**src/rtl/stencil_pipeline_ctrl_pkg.sv**
```systemverilog
// -----------------------------------------------------------------------------
// stencil_ctrl_pkg
//   Shared types and helpers for the stencil pipeline start/done sequencer.
//   - ctrl_state_t : sequencer FSM states
//   - iter_tag_t   : one delay-line entry {valid, at0, x, y}
//   - max_lat()    : largest per-stage latency in a packed latency vector
// -----------------------------------------------------------------------------
package stencil_ctrl_pkg;

    // Default coordinate width; iter_tag_t fields are sized from it.
    localparam int CNT_W = 16;

    // Widest packed latency vector max_lat() accepts.
    localparam int LAT_VEC_W = 1024;

    typedef enum logic [1:0] {
        IDLE  = 2'd0,
        RUN   = 2'd1,
        DRAIN = 2'd2,
        FIN   = 2'd3
    } ctrl_state_t;

    typedef struct packed {
        logic             valid;
        logic             at0;
        logic [CNT_W-1:0] x;
        logic [CNT_W-1:0] y;
    } iter_tag_t;

    // Reduce a packed NUM_STAGES x LAT_W latency vector (stage 0 in the LSBs)
    // to its maximum field. Used at elaboration time to size the delay line.
    function automatic int max_lat(input int num_stages, input int lat_w,
                                   input logic [LAT_VEC_W-1:0] lat_vec);
        int m;
        int v;
        m = 0;
        for (int i = 0; i < num_stages; i++) begin
            v = 0;
            for (int b = 0; b < lat_w; b++) begin
                if (lat_vec[10'(i * lat_w + b)]) begin
                    v = v | (1 << b);
                end
            end
            if (v > m) begin
                m = v;
            end
        end
        return m;
    endfunction

endpackage

```
**src/rtl/stencil_pipeline_ctrl_if.sv**
```systemverilog
// -----------------------------------------------------------------------------
// stencil_pipeline_ctrl_if
//   Control/status bundle of the stencil sequencer.
//   master : drives start, cfg_x_extent, cfg_y_extent, stall;
//            observes stage_en, stage_at_iter_0, stage_x, stage_y, busy, done
//   slave  : the sequencer side (directions reversed)
// -----------------------------------------------------------------------------
interface stencil_pipeline_ctrl_if #(
    parameter int NUM_STAGES = 3,
    parameter int CNT_W      = 16
) ();
    logic                        start;
    logic [CNT_W-1:0]            cfg_x_extent;
    logic [CNT_W-1:0]            cfg_y_extent;
    logic                        stall;
    logic [NUM_STAGES-1:0]       stage_en;
    logic [NUM_STAGES-1:0]       stage_at_iter_0;
    logic [NUM_STAGES*CNT_W-1:0] stage_x;
    logic [NUM_STAGES*CNT_W-1:0] stage_y;
    logic                        busy;
    logic                        done;

    modport master (
        output start, cfg_x_extent, cfg_y_extent, stall,
        input  stage_en, stage_at_iter_0, stage_x, stage_y, busy, done
    );

    modport slave (
        input  start, cfg_x_extent, cfg_y_extent, stall,
        output stage_en, stage_at_iter_0, stage_x, stage_y, busy, done
    );
endinterface

```
**src/rtl/stencil_pipeline_ctrl_iter_delay_line.sv**
```systemverilog
// -----------------------------------------------------------------------------
// iter_delay_line
//   Stallable shift register of iteration tags with one tap per stage.
//   clk, rst  : clock, asynchronous active-high reset
//   stall_i   : freezes every slot
//   tag_i     : tag issued by the root this cycle
//   taps_o[k] : tag issued STAGE_LAT[k] non-stalled cycles ago
//               (latency 0 taps the input combinationally)
// -----------------------------------------------------------------------------
module iter_delay_line
    import stencil_ctrl_pkg::*;
#(
    parameter int                          NUM_STAGES = 3,
    parameter int                          LAT_W      = 8,
    parameter logic [NUM_STAGES*LAT_W-1:0] STAGE_LAT  = {8'd4, 8'd2, 8'd0},
    parameter int                          DEPTH      = 4
) (
    input  logic                       clk,
    input  logic                       rst,
    input  logic                       stall_i,
    input  iter_tag_t                  tag_i,
    output iter_tag_t [NUM_STAGES-1:0] taps_o
);

    // chain[j] holds the tag issued j non-stalled cycles ago.
    iter_tag_t chain [DEPTH+1];

    assign chain[0] = tag_i;

    for (genvar gi = 0; gi < DEPTH; gi++) begin : g_slot
        iter_tag_t slot_q;

        always_ff @(posedge clk or posedge rst) begin
            if (rst) begin
                slot_q <= '0;
            end else if (!stall_i) begin
                slot_q <= chain[gi];
            end
        end

        assign chain[gi+1] = slot_q;
    end

    for (genvar gi = 0; gi < NUM_STAGES; gi++) begin : g_tap
        localparam int L = int'(STAGE_LAT[gi*LAT_W +: LAT_W]);
        assign taps_o[gi] = chain[L];
    end

endmodule

```
**src/rtl/stencil_pipeline_ctrl.sv**
```systemverilog
// -----------------------------------------------------------------------------
// stencil_pipeline_ctrl
//   Start/done sequencer for an unrolled stencil pipeline. Walks an
//   x (inner) by y (outer) domain at initiation interval II and fans out
//   per-stage enables delayed by STAGE_LAT[k], with coordinates and an
//   iteration-(0,0) flag.
//   clk     : clock
//   rst     : asynchronous active-high reset (aborts a run, no done)
//   ctrl_if : slave side of stencil_pipeline_ctrl_if
//             start/cfg_*_extent/stall in; stage_* / busy / done out
// -----------------------------------------------------------------------------
module stencil_pipeline_ctrl
    import stencil_ctrl_pkg::*;
#(
    parameter int                          NUM_STAGES = 3,
    parameter int                          CNT_W      = stencil_ctrl_pkg::CNT_W,
    parameter int                          II         = 1,
    parameter int                          LAT_W      = 8,
    parameter logic [NUM_STAGES*LAT_W-1:0] STAGE_LAT  = {8'd4, 8'd2, 8'd0}
) (
    input logic                    clk,
    input logic                    rst,
    stencil_pipeline_ctrl_if.slave ctrl_if
);

    localparam int MAX_LAT = max_lat(NUM_STAGES, LAT_W, LAT_VEC_W'(STAGE_LAT));
    localparam int II_W    = (II > 1) ? $clog2(II) : 1;

    ctrl_state_t      state_q, state_d;
    logic [CNT_W-1:0] x_q, x_d;
    logic [CNT_W-1:0] y_q, y_d;
    logic [CNT_W-1:0] x_ext_q, x_ext_d;
    logic [CNT_W-1:0] y_ext_q, y_ext_d;
    logic [II_W-1:0]  ii_cnt_q, ii_cnt_d;
    logic [LAT_W-1:0] drain_cnt_q, drain_cnt_d;

    logic      issue;
    logic      x_last;
    logic      last_issue;
    iter_tag_t root_tag;
    iter_tag_t [NUM_STAGES-1:0] taps;

    // Wrap compares against extent-1, so an all-ones extent never overflows.
    assign x_last     = (x_q == x_ext_q - 1'b1);
    assign last_issue = x_last && (y_q == y_ext_q - 1'b1);

    always_ff @(posedge clk or posedge rst) begin
        if (rst) begin
            state_q     <= IDLE;
            x_q         <= '0;
            y_q         <= '0;
            x_ext_q     <= '0;
            y_ext_q     <= '0;
            ii_cnt_q    <= '0;
            drain_cnt_q <= '0;
        end else begin
            state_q     <= state_d;
            x_q         <= x_d;
            y_q         <= y_d;
            x_ext_q     <= x_ext_d;
            y_ext_q     <= y_ext_d;
            ii_cnt_q    <= ii_cnt_d;
            drain_cnt_q <= drain_cnt_d;
        end
    end

    always_comb begin
        state_d     = state_q;
        x_d         = x_q;
        y_d         = y_q;
        x_ext_d     = x_ext_q;
        y_ext_d     = y_ext_q;
        ii_cnt_d    = ii_cnt_q;
        drain_cnt_d = drain_cnt_q;
        issue       = 1'b0;

        // Every transition waits for stall to drop, so a stall freezes the
        // sequencer in whatever state it is in.
        case (state_q)
            IDLE: begin
                if (ctrl_if.start && !ctrl_if.stall) begin
                    x_ext_d  = ctrl_if.cfg_x_extent;
                    y_ext_d  = ctrl_if.cfg_y_extent;
                    x_d      = '0;
                    y_d      = '0;
                    ii_cnt_d = '0;
                    if ((ctrl_if.cfg_x_extent == '0) || (ctrl_if.cfg_y_extent == '0)) begin
                        state_d = FIN;
                    end else begin
                        state_d = RUN;
                    end
                end
            end

            RUN: begin
                if (!ctrl_if.stall) begin
                    ii_cnt_d = (ii_cnt_q == II_W'(II - 1)) ? '0 : ii_cnt_q + 1'b1;
                    if (ii_cnt_q == '0) begin
                        issue = 1'b1;
                        if (last_issue) begin
                            if (MAX_LAT == 0) begin
                                state_d = FIN;
                            end else begin
                                // DRAIN lasts MAX_LAT non-stalled cycles, so
                                // FIN lands right after the deepest stage fires.
                                state_d     = DRAIN;
                                drain_cnt_d = LAT_W'(MAX_LAT - 1);
                            end
                        end else if (x_last) begin
                            x_d = '0;
                            y_d = y_q + 1'b1;
                        end else begin
                            x_d = x_q + 1'b1;
                        end
                    end
                end
            end

            DRAIN: begin
                if (!ctrl_if.stall) begin
                    if (drain_cnt_q == '0) begin
                        state_d = FIN;
                    end else begin
                        drain_cnt_d = drain_cnt_q - 1'b1;
                    end
                end
            end

            FIN: begin
                if (!ctrl_if.stall) begin
                    state_d = IDLE;
                end
            end

            default: state_d = IDLE;
        endcase
    end

    // Idle slots still carry the live counters; only valid matters downstream.
    assign root_tag.valid = issue;
    assign root_tag.at0   = (x_q == '0) && (y_q == '0);
    assign root_tag.x     = x_q;
    assign root_tag.y     = y_q;

    iter_delay_line #(
        .NUM_STAGES (NUM_STAGES),
        .LAT_W      (LAT_W),
        .STAGE_LAT  (STAGE_LAT),
        .DEPTH      (MAX_LAT)
    ) u_delay (
        .clk     (clk),
        .rst     (rst),
        .stall_i (ctrl_if.stall),
        .tag_i   (root_tag),
        .taps_o  (taps)
    );

    for (genvar gi = 0; gi < NUM_STAGES; gi++) begin : g_stage
        assign ctrl_if.stage_en[gi]                = taps[gi].valid & ~ctrl_if.stall;
        assign ctrl_if.stage_at_iter_0[gi]         = taps[gi].at0 & taps[gi].valid & ~ctrl_if.stall;
        assign ctrl_if.stage_x[gi*CNT_W +: CNT_W]  = taps[gi].x;
        assign ctrl_if.stage_y[gi*CNT_W +: CNT_W]  = taps[gi].y;
    end

    assign ctrl_if.busy = (state_q == RUN) || (state_q == DRAIN);
    assign ctrl_if.done = (state_q == FIN) && !ctrl_if.stall;

endmodule
```
**src/flat_wrapper.sv**
```systemverilog
// flat-port wrapper written by rule: the top's interface ports become plain ports
module stencil_pipeline_ctrl_flat import stencil_ctrl_pkg::*;
#(
    parameter int                          NUM_STAGES = 3,
    parameter int                          CNT_W      = stencil_ctrl_pkg::CNT_W,
    parameter int                          II         = 1,
    parameter int                          LAT_W      = 8,
    parameter logic [NUM_STAGES*LAT_W-1:0] STAGE_LAT  = {8'd4, 8'd2, 8'd0}
)
  (clk, rst, ctrl_if_start, ctrl_if_cfg_x_extent, ctrl_if_cfg_y_extent, ctrl_if_stall, ctrl_if_stage_en, ctrl_if_stage_at_iter_0, ctrl_if_stage_x, ctrl_if_stage_y, ctrl_if_busy, ctrl_if_done);
  stencil_pipeline_ctrl_if #(.NUM_STAGES(NUM_STAGES), .CNT_W(CNT_W)) ctrl_if_i ();
  input logic clk;
  input logic rst;
  input wire logic [$bits(ctrl_if_i.start)-1:0] ctrl_if_start;
  input wire logic [$bits(ctrl_if_i.cfg_x_extent)-1:0] ctrl_if_cfg_x_extent;
  input wire logic [$bits(ctrl_if_i.cfg_y_extent)-1:0] ctrl_if_cfg_y_extent;
  input wire logic [$bits(ctrl_if_i.stall)-1:0] ctrl_if_stall;
  output wire logic [$bits(ctrl_if_i.stage_en)-1:0] ctrl_if_stage_en;
  output wire logic [$bits(ctrl_if_i.stage_at_iter_0)-1:0] ctrl_if_stage_at_iter_0;
  output wire logic [$bits(ctrl_if_i.stage_x)-1:0] ctrl_if_stage_x;
  output wire logic [$bits(ctrl_if_i.stage_y)-1:0] ctrl_if_stage_y;
  output wire logic [$bits(ctrl_if_i.busy)-1:0] ctrl_if_busy;
  output wire logic [$bits(ctrl_if_i.done)-1:0] ctrl_if_done;
  assign ctrl_if_i.start = ctrl_if_start;
  assign ctrl_if_i.cfg_x_extent = ctrl_if_cfg_x_extent;
  assign ctrl_if_i.cfg_y_extent = ctrl_if_cfg_y_extent;
  assign ctrl_if_i.stall = ctrl_if_stall;
  assign ctrl_if_stage_en = ctrl_if_i.stage_en;
  assign ctrl_if_stage_at_iter_0 = ctrl_if_i.stage_at_iter_0;
  assign ctrl_if_stage_x = ctrl_if_i.stage_x;
  assign ctrl_if_stage_y = ctrl_if_i.stage_y;
  assign ctrl_if_busy = ctrl_if_i.busy;
  assign ctrl_if_done = ctrl_if_i.done;
  stencil_pipeline_ctrl #(.NUM_STAGES(NUM_STAGES), .CNT_W(CNT_W), .II(II), .LAT_W(LAT_W), .STAGE_LAT(STAGE_LAT)) u_core (.clk(clk), .rst(rst), .ctrl_if(ctrl_if_i));
endmodule
```
**config.mk**
```make
export PLATFORM = sky130hd
export DESIGN_NAME = stencil_pipeline_ctrl_flat
export DESIGN_NICKNAME = d
export VERILOG_FILES = /design/src/rtl/stencil_pipeline_ctrl_pkg.sv /design/src/rtl/stencil_pipeline_ctrl_if.sv /design/src/rtl/stencil_pipeline_ctrl_iter_delay_line.sv /design/src/rtl/stencil_pipeline_ctrl.sv /design/src/flat_wrapper.sv
export SDC_FILE = /design/constraint.sdc
export NUM_CORES = 1
export LEC_CHECK = 0
export BUFFER_PORTS_ARGS = -buffer_cell sky130_fd_sc_hd__clkbuf_2
export CORE_MARGIN = 2
export CORE_UTILIZATION = 40
export CTS_BUF_LIST = sky130_fd_sc_hd__clkbuf_8 sky130_fd_sc_hd__clkbuf_16
export CTS_CLUSTER_SIZE = 30
export DETAILED_ROUTE_END_ITERATION = 10
export PLACE_DENSITY_LB_ADDON = 0.25
export SETUP_SLACK_MARGIN = 0.05
export SYNTH_ARGS = -nofsm -noshare
export SYNTH_HDL_FRONTEND = slang
export SYNTH_SLANG_ARGS = --single-unit
```
**constraint.sdc**
```tcl
create_clock -name clk -period 17.4 [get_ports clk]
set_clock_uncertainty 0.1 [all_clocks]
set_input_delay 0.87 -clock clk [delete_from_list [all_inputs] [get_ports clk]]
set_output_delay 0.87 -clock clk [all_outputs]
set_load 0.005 [all_outputs]
```
* Word level (Yosys, flattened, before mapping)
Index checks and enable logic that the tools add are counted.
Storage, ports and cells: bits of input ports 36, bits in registers 211
Operators by class: equality and inequality tests 15, reduce and logical (&&, ||, !) cells 21, mux-type cells 33, add/subtract/negate cells 6, bitwise gates (word level) 10
Operator list (number):
- 16-bit two-way mux | 9
- 16-bit zero test | 4
- 16-bit case mux with 2 select lines | 2
- 8-bit two-way mux | 5
- 16-bit by 1-bit adder with 16-bit output (second input constant) | 2
- 16-bit equality test | 2
- 16-bit by 1-bit subtractor with 16-bit output (second input constant) | 2
- 2-bit two-way mux | 8
- 8-bit case mux with 2 select lines | 1
- 2-bit != test (second input constant) | 6
- 6-bit AND reduction | 2
- 1-bit bitwise AND | 9
- 8-bit zero test | 1
- 2-bit by 1-bit != test with 1-bit output (second input constant) | 4
- 2-bit case mux with 4 select lines | 1
- 8-bit by 1-bit subtractor with 8-bit output (second input constant) | 1
- 7-bit AND reduction | 1
- 1-bit two-way mux | 6
- 5-bit AND reduction | 1
- 2-bit equality test (second input constant) | 2
- 1-bit logical AND | 4
- 2-bit nonzero test | 2
- 3-bit AND reduction | 1
- 2-bit by 1-bit equality test with 1-bit output (second input constant) | 1
- other kinds (7) | 8

* Depth between registers and ports, before layout
depth after elaboration 7, gate-level depth with buffers 13, mapped depth without buffers 10

* By module
From an unflattened synthesis, not the netlist that was laid out.
Unflattened totals: cell total of the unflattened synthesis 954, area total of the unflattened synthesis 11143.2 um^2
By module, submodules not included:
- iter_delay_line | area an instance 5967.0 um^2, times used 1, cells each 390
- stencil_pipeline_ctrl | area an instance 5176.2 um^2, times used 1, cells each 564

* Worst setup path before layout
Ideal clock, no wire load.
path type register to register, from register u_core.x_ext_q[3], to register u_core.y_q[5], arrival 2.841 ns, library setup time 0.078 ns, buffers on the path 1, data required time 17.222 ns, stages on the path, launching flop included 10, slack 14.381 ns, period minus slack after synthesis 3.019 ns, cells stage by stage dfrtp_1 nor4_4 nand4_4 or4_4 a221oi_2 o2111a_2 nor2_4 buf_6 or4_1 a21oi_1
Between the ends: cells in the longest elaborated chain, start to end 5, elaborated cells on any way between the ends 6, classes of those cells add/sub (1); eq/ne (3); reduce/logical (2)
RTL lines:
- start: declaration | line stencil_pipeline_ctrl.sv:32 | logic [CNT_W-1:0] x_ext_q, x_ext_d;
- start signal: assignment | line stencil_pipeline_ctrl.sv:60 | x_ext_q <= x_ext_d;
- 16-bit by 1-bit subtractor with 16-bit output (*) | line stencil_pipeline_ctrl.sv:44 | assign x_last = (x_q == x_ext_q - 1'b1);
- 16-bit equality test (*) | line stencil_pipeline_ctrl.sv:44
- 1-bit logical AND | line stencil_pipeline_ctrl.sv:45 | assign last_issue = x_last && (y_q == y_ext_q - 1'b1);
- 2-bit != test (no source line)
- 6-bit AND reduction (no source line) (*)
- end signal: assignment | line stencil_pipeline_ctrl.sv:59 | y_q <= y_d;
- end: declaration | line stencil_pipeline_ctrl.sv:31 | logic [CNT_W-1:0] y_q, y_d;
Mark *: on every way between the ends. The rest lies on a longest branch, timed or not. A chain may end at the register's enable or synchronous reset.

* Worst setup path in the final report
from register u_core.x_ext_q[3], to register u_core.y_q[1]
The elaborated chain is that of the path after synthesis.

==> summary by stage <==
Status
The flow ran to the end, and the final reports show no timing, DRC or antenna violations.

Placement
The number of buffers added on ports is between 100 and 150. The final estimated routing congestion in global placement is roughly 0.82. After legalization and detailed placement, the total HPWL measured 16,000 um.

After detailed placement, the design holds a cell count of between 1,000 and 1,500. Timing analysis after detailed placement gives a worst setup slack of about 14,000 ps. The standard cell area after detailed placement is 11,000 sq um.

Route
In this run, the number of DRC markers left after iteration 0 of detailed routing was 449. In the final routed layout, each cell accounts on average for about 17 um. The number of nets still failing antenna checks after routing is 0. Summed over all layers, the routed wires come to around 23,000 um.

The length of the first detailed-routing pass in iterations is 5. The detailed router placed 7,070 vias in this run. The number of vias per cell after detailed routing is 5.30. After detailed routing, the number of remaining DRC violations is 0.

Final layout
The most common library cell in the layout ignoring fill and taps is sky130_fd_sc_hd__dfrtp_1. The finished cells cover between 10,000 and 15,000 sq um. Excluding fillers, the count of instances in the completed layout stands at ~1,300. The net count reported at finish is between 1,000 and 1,500. The area growth from synthesis to layout is 10.0%. Once layout is complete, the utilization of the core stands at between 40% and 50%. The ratio of cells with drive above 1 in the final layout is between 30% and 40%. The total inserted antenna cells is 0. The layout has ~2,500 filler cells. The top cell types in the final layout, fill and taps aside, are 210 x sky130_fd_sc_hd__dfrtp_1, 156 x sky130_fd_sc_hd__mux2_2, 138 x sky130_fd_sc_hd__clkbuf_2, 50 x sky130_fd_sc_hd__nand2_1, 30 x sky130_fd_sc_hd__a21oi_1.

STA
The transition time of the tightest slew-check pin is roughly 1200 ps. Setup repair after global routing left no endpoint under its margin. The relative slew slack is roughly 22%. The number of pins with negative max-slew slack in the final report was 0.

In the final timing run, aggregate negative setup slack is 0 ps. The minimum period implied by the final worst setup slack is 3680 ps. The final count of negative-setup-slack endpoints is 0. Across all setup checks in the final design, the least slack found is between 10,000 and 15,000 ps.

Timing would allow up to between 200 and 300 MHz. The total count of hold-check failures in the final report was 0. Of the available clock period, the critical path in the final layout requires about a fifth.

Clocking
For this design, the sink count on the clock tree is 210. Counting along the longest clock path gives a buffer depth of 3. Post-CTS timing repair inserted 0 buffers for setup.

TritonCTS built the clock tree. The number of clock buffers inserted by TritonCTS is 24. In this run, post-CTS hold repair placed 0 buffers. Clock-pin slew was measured on the worst setup and hold paths at approximately 60 ps. In this run the clock root is driven by a sky130_fd_sc_hd__clkbuf_16.

The H-tree level count is 1. The worst-skew pair later-pin latency is 520 ps. The number of gates resized after CTS was 0.

Global route
The overall track demand over capacity in global routing is between 15 and 20%. Entering global routing, the biggest net connects between 100 and 150 pins. The total grt overflow is 0.

The initial antenna violation count is 0. The via count of the first global-routing pass is around 6,800. The global-route wire length before repair is 38,100 um.

Worst hold path
The critical hold path startpoint is u_core.u_delay.chain[135]. The worst hold path endpoint is u_core.u_delay.chain[135]. The path category of the worst min-delay check is flip-flop to flip-flop. The worst hold path was traced through 2 stages.

Worst setup path
The worst register-to-register path ends at u_core.y_q[1]. For the worst flop-to-flop path, the logic depth is 8. The kind of start point of the critical path is a flip-flop. The start of the worst register-to-register path is u_core.x_ext_q[3]. The critical path endpoint category is a flip-flop. The most critical setup path has its startpoint at u_core.x_ext_q[3].

STA puts the critical path data required time at approximately 18,000 ps. The critical path data arrival time is approximately 4000 ps. The worst reg-to-reg setup slack is 13,720 ps. The maximum fanout along the worst path is 35. The category of the most critical setup path is flip-flop to flip-flop.

Yosys
The share of synthesized registers carrying an async set or reset is 100%. The flip-flop and latch count after synthesis is 210. The synthesized area per cell is between 10 and 15 sq um. Synthesis handed over a netlist of ~960 instances. The number of nets produced by synthesis is about 1,000. The warning count from the yosys run is 0. The number of different library cells used by synthesis comes to between 60 and 70. For this run, the register share of the synthesized area comes to about half. The number of enable flip-flop cells after synthesis is 0.

In the synthesized netlist the dominant register cell turns out to be sky130_fd_sc_hd__dfrtp_1. The cell area that synthesis handed to floorplanning was roughly 11,000 sq um.

Job
The total of max-cap violations is 0.

Floorplanning
140 I/O pins were placed. The initial utilization of the core area, before any placement, comes to 40.4%. The height of the die is around 170 um. Row generation in the floorplan step produced 60 rows. From left edge to right edge, the die measures 168 um.

The floorplan step defined a die boundary enclosing around 28,000 sq um. The area inside the core boundary is roughly 27,000 sq um.

Pwr
The static leakage power is approximately 0.0056 uW. The worst ir drop on vdd is 87.4 uV. Power spread over the standard cell area amounts to about 150 nW/um^2.
registers in the layout, indices dropped and copies added (netlist names):
register	count
u_core.u_delay.chain	68
u_core.u_delay.taps_o	68
u_core.x_ext_q	16
u_core.x_q	16
u_core.y_ext_q	16
u_core.y_q	16
u_core.drain_cnt_q	8
u_core.state_q	2
metal layers:
layer  global-route usage [%]  part of all wire [%]  up-vias
li1                         -                     -     3399
met1                     26.1                    51     3454
met2                     23.5                    42      186
met3                     2.82                   5.2       31
met4                     4.35                   1.8        0
met5                        0                     0        -
where the power goes:
group | total [uW] | internal, uW | switching, uW
Clock | 541 | 341 | 200
Combinational | 500 | 247 | 253
Sequential | 780 | 621 | 159
Total | 1820 | 1210 | 613
stage by stage:
stage,hold slack [ps],total power (uW)
floorplan,346,1180
global placement,360,1270
detailed placement,364,1290
CTS,382,1840
global route,397,1940
finish,378,1820
how the worst max path moves through the flow:
stage	slack, ps	endpoint
5_1_grt	13410	u_core.drain_cnt_q[2]
3_3_place_gp	13860	u_core.y_q[1]
2_1_floorplan	10690	u_core.drain_cnt_q[0]
6_report	13720	u_core.y_q[1]
3_5_place_dp	13760	u_core.y_q[1]
4_1_cts	13740	u_core.y_q[1]
cells by family after synthesis:
| group | count (synthesis) | synth area share (%) |
|---|---|---|
| and+or+nand+nor | 246 | 13.3 |
| AOI/OAI and AO/OA | 107 | 6.45 |
| xor gates and xnor gates | 38 | 3.08 |
| adders and majority gates | 12 | 1.39 |
| buffers and inverters | 173 | 9.53 |
| DFF | 210 | 48.7 |
| muxes | 170 | 17.6 |
layout make-up:
| cell class | instances | area, sq um | share of cell area, % |
|---|---|---|---|
| Clock buffer | 30 | 694 | 5.85 |
| Clock inverter | 13 | 168 | 1.41 |
| Timing Repair Buffer | 141 | 717 | 6.04 |
| Inverter | 26 | 105 | 0.885 |
| Sequential cell | 210 | 5260 | 44.3 |
| Tap cell | 341 | 427 | 3.59 |
| Multi-Input combinational cell | 573 | 4510 | 38.0 |
cell usage after synthesis (8+ instances only):
cell type / n / area, sq um
sky130_fd_sc_hd__a21oi_1: 30 / 150
sky130_fd_sc_hd__and3_1: 12 / 75.1
sky130_fd_sc_hd__buf_1: 8 / 30.0
sky130_fd_sc_hd__buf_4: 97 / 728
sky130_fd_sc_hd__clkbuf_1: 35 / 131
sky130_fd_sc_hd__dfrtp_1: 210 / 5260
sky130_fd_sc_hd__ha_1: 12 / 150
sky130_fd_sc_hd__inv_1: 25 / 93.8
sky130_fd_sc_hd__mux2_2: 156 / 1760
sky130_fd_sc_hd__mux2i_1: 14 / 140
sky130_fd_sc_hd__nand2_1: 50 / 188
sky130_fd_sc_hd__nand2b_1: 9 / 56.3
sky130_fd_sc_hd__nand3_1: 23 / 115
sky130_fd_sc_hd__nand4_1: 20 / 125
sky130_fd_sc_hd__nor2_1: 24 / 90.1
sky130_fd_sc_hd__nor3_1: 21 / 105
sky130_fd_sc_hd__nor4_1: 18 / 113
sky130_fd_sc_hd__o21ai_0: 28 / 140
sky130_fd_sc_hd__o31ai_1: 17 / 128
sky130_fd_sc_hd__or3_1: 12 / 75.1
sky130_fd_sc_hd__or4_1: 17 / 128
sky130_fd_sc_hd__xnor2_1: 20 / 175
sky130_fd_sc_hd__xor2_1: 18 / 158
critical path, cell delays in order, from the launching register on:
cell and delay (ps):
sky130_fd_sc_hd__dfrtp_1 480, sky130_fd_sc_hd__nor4_4 540, sky130_fd_sc_hd__nand4_4 180, sky130_fd_sc_hd__or4_4 520, sky130_fd_sc_hd__a221oi_2 230, sky130_fd_sc_hd__o2111a_2 330, sky130_fd_sc_hd__nor2_4 160, sky130_fd_sc_hd__nor2_1 770
sky130_fd_sc_hd__mux2i_1 270
No activity file was read; power rests on OpenSTA's default activity.
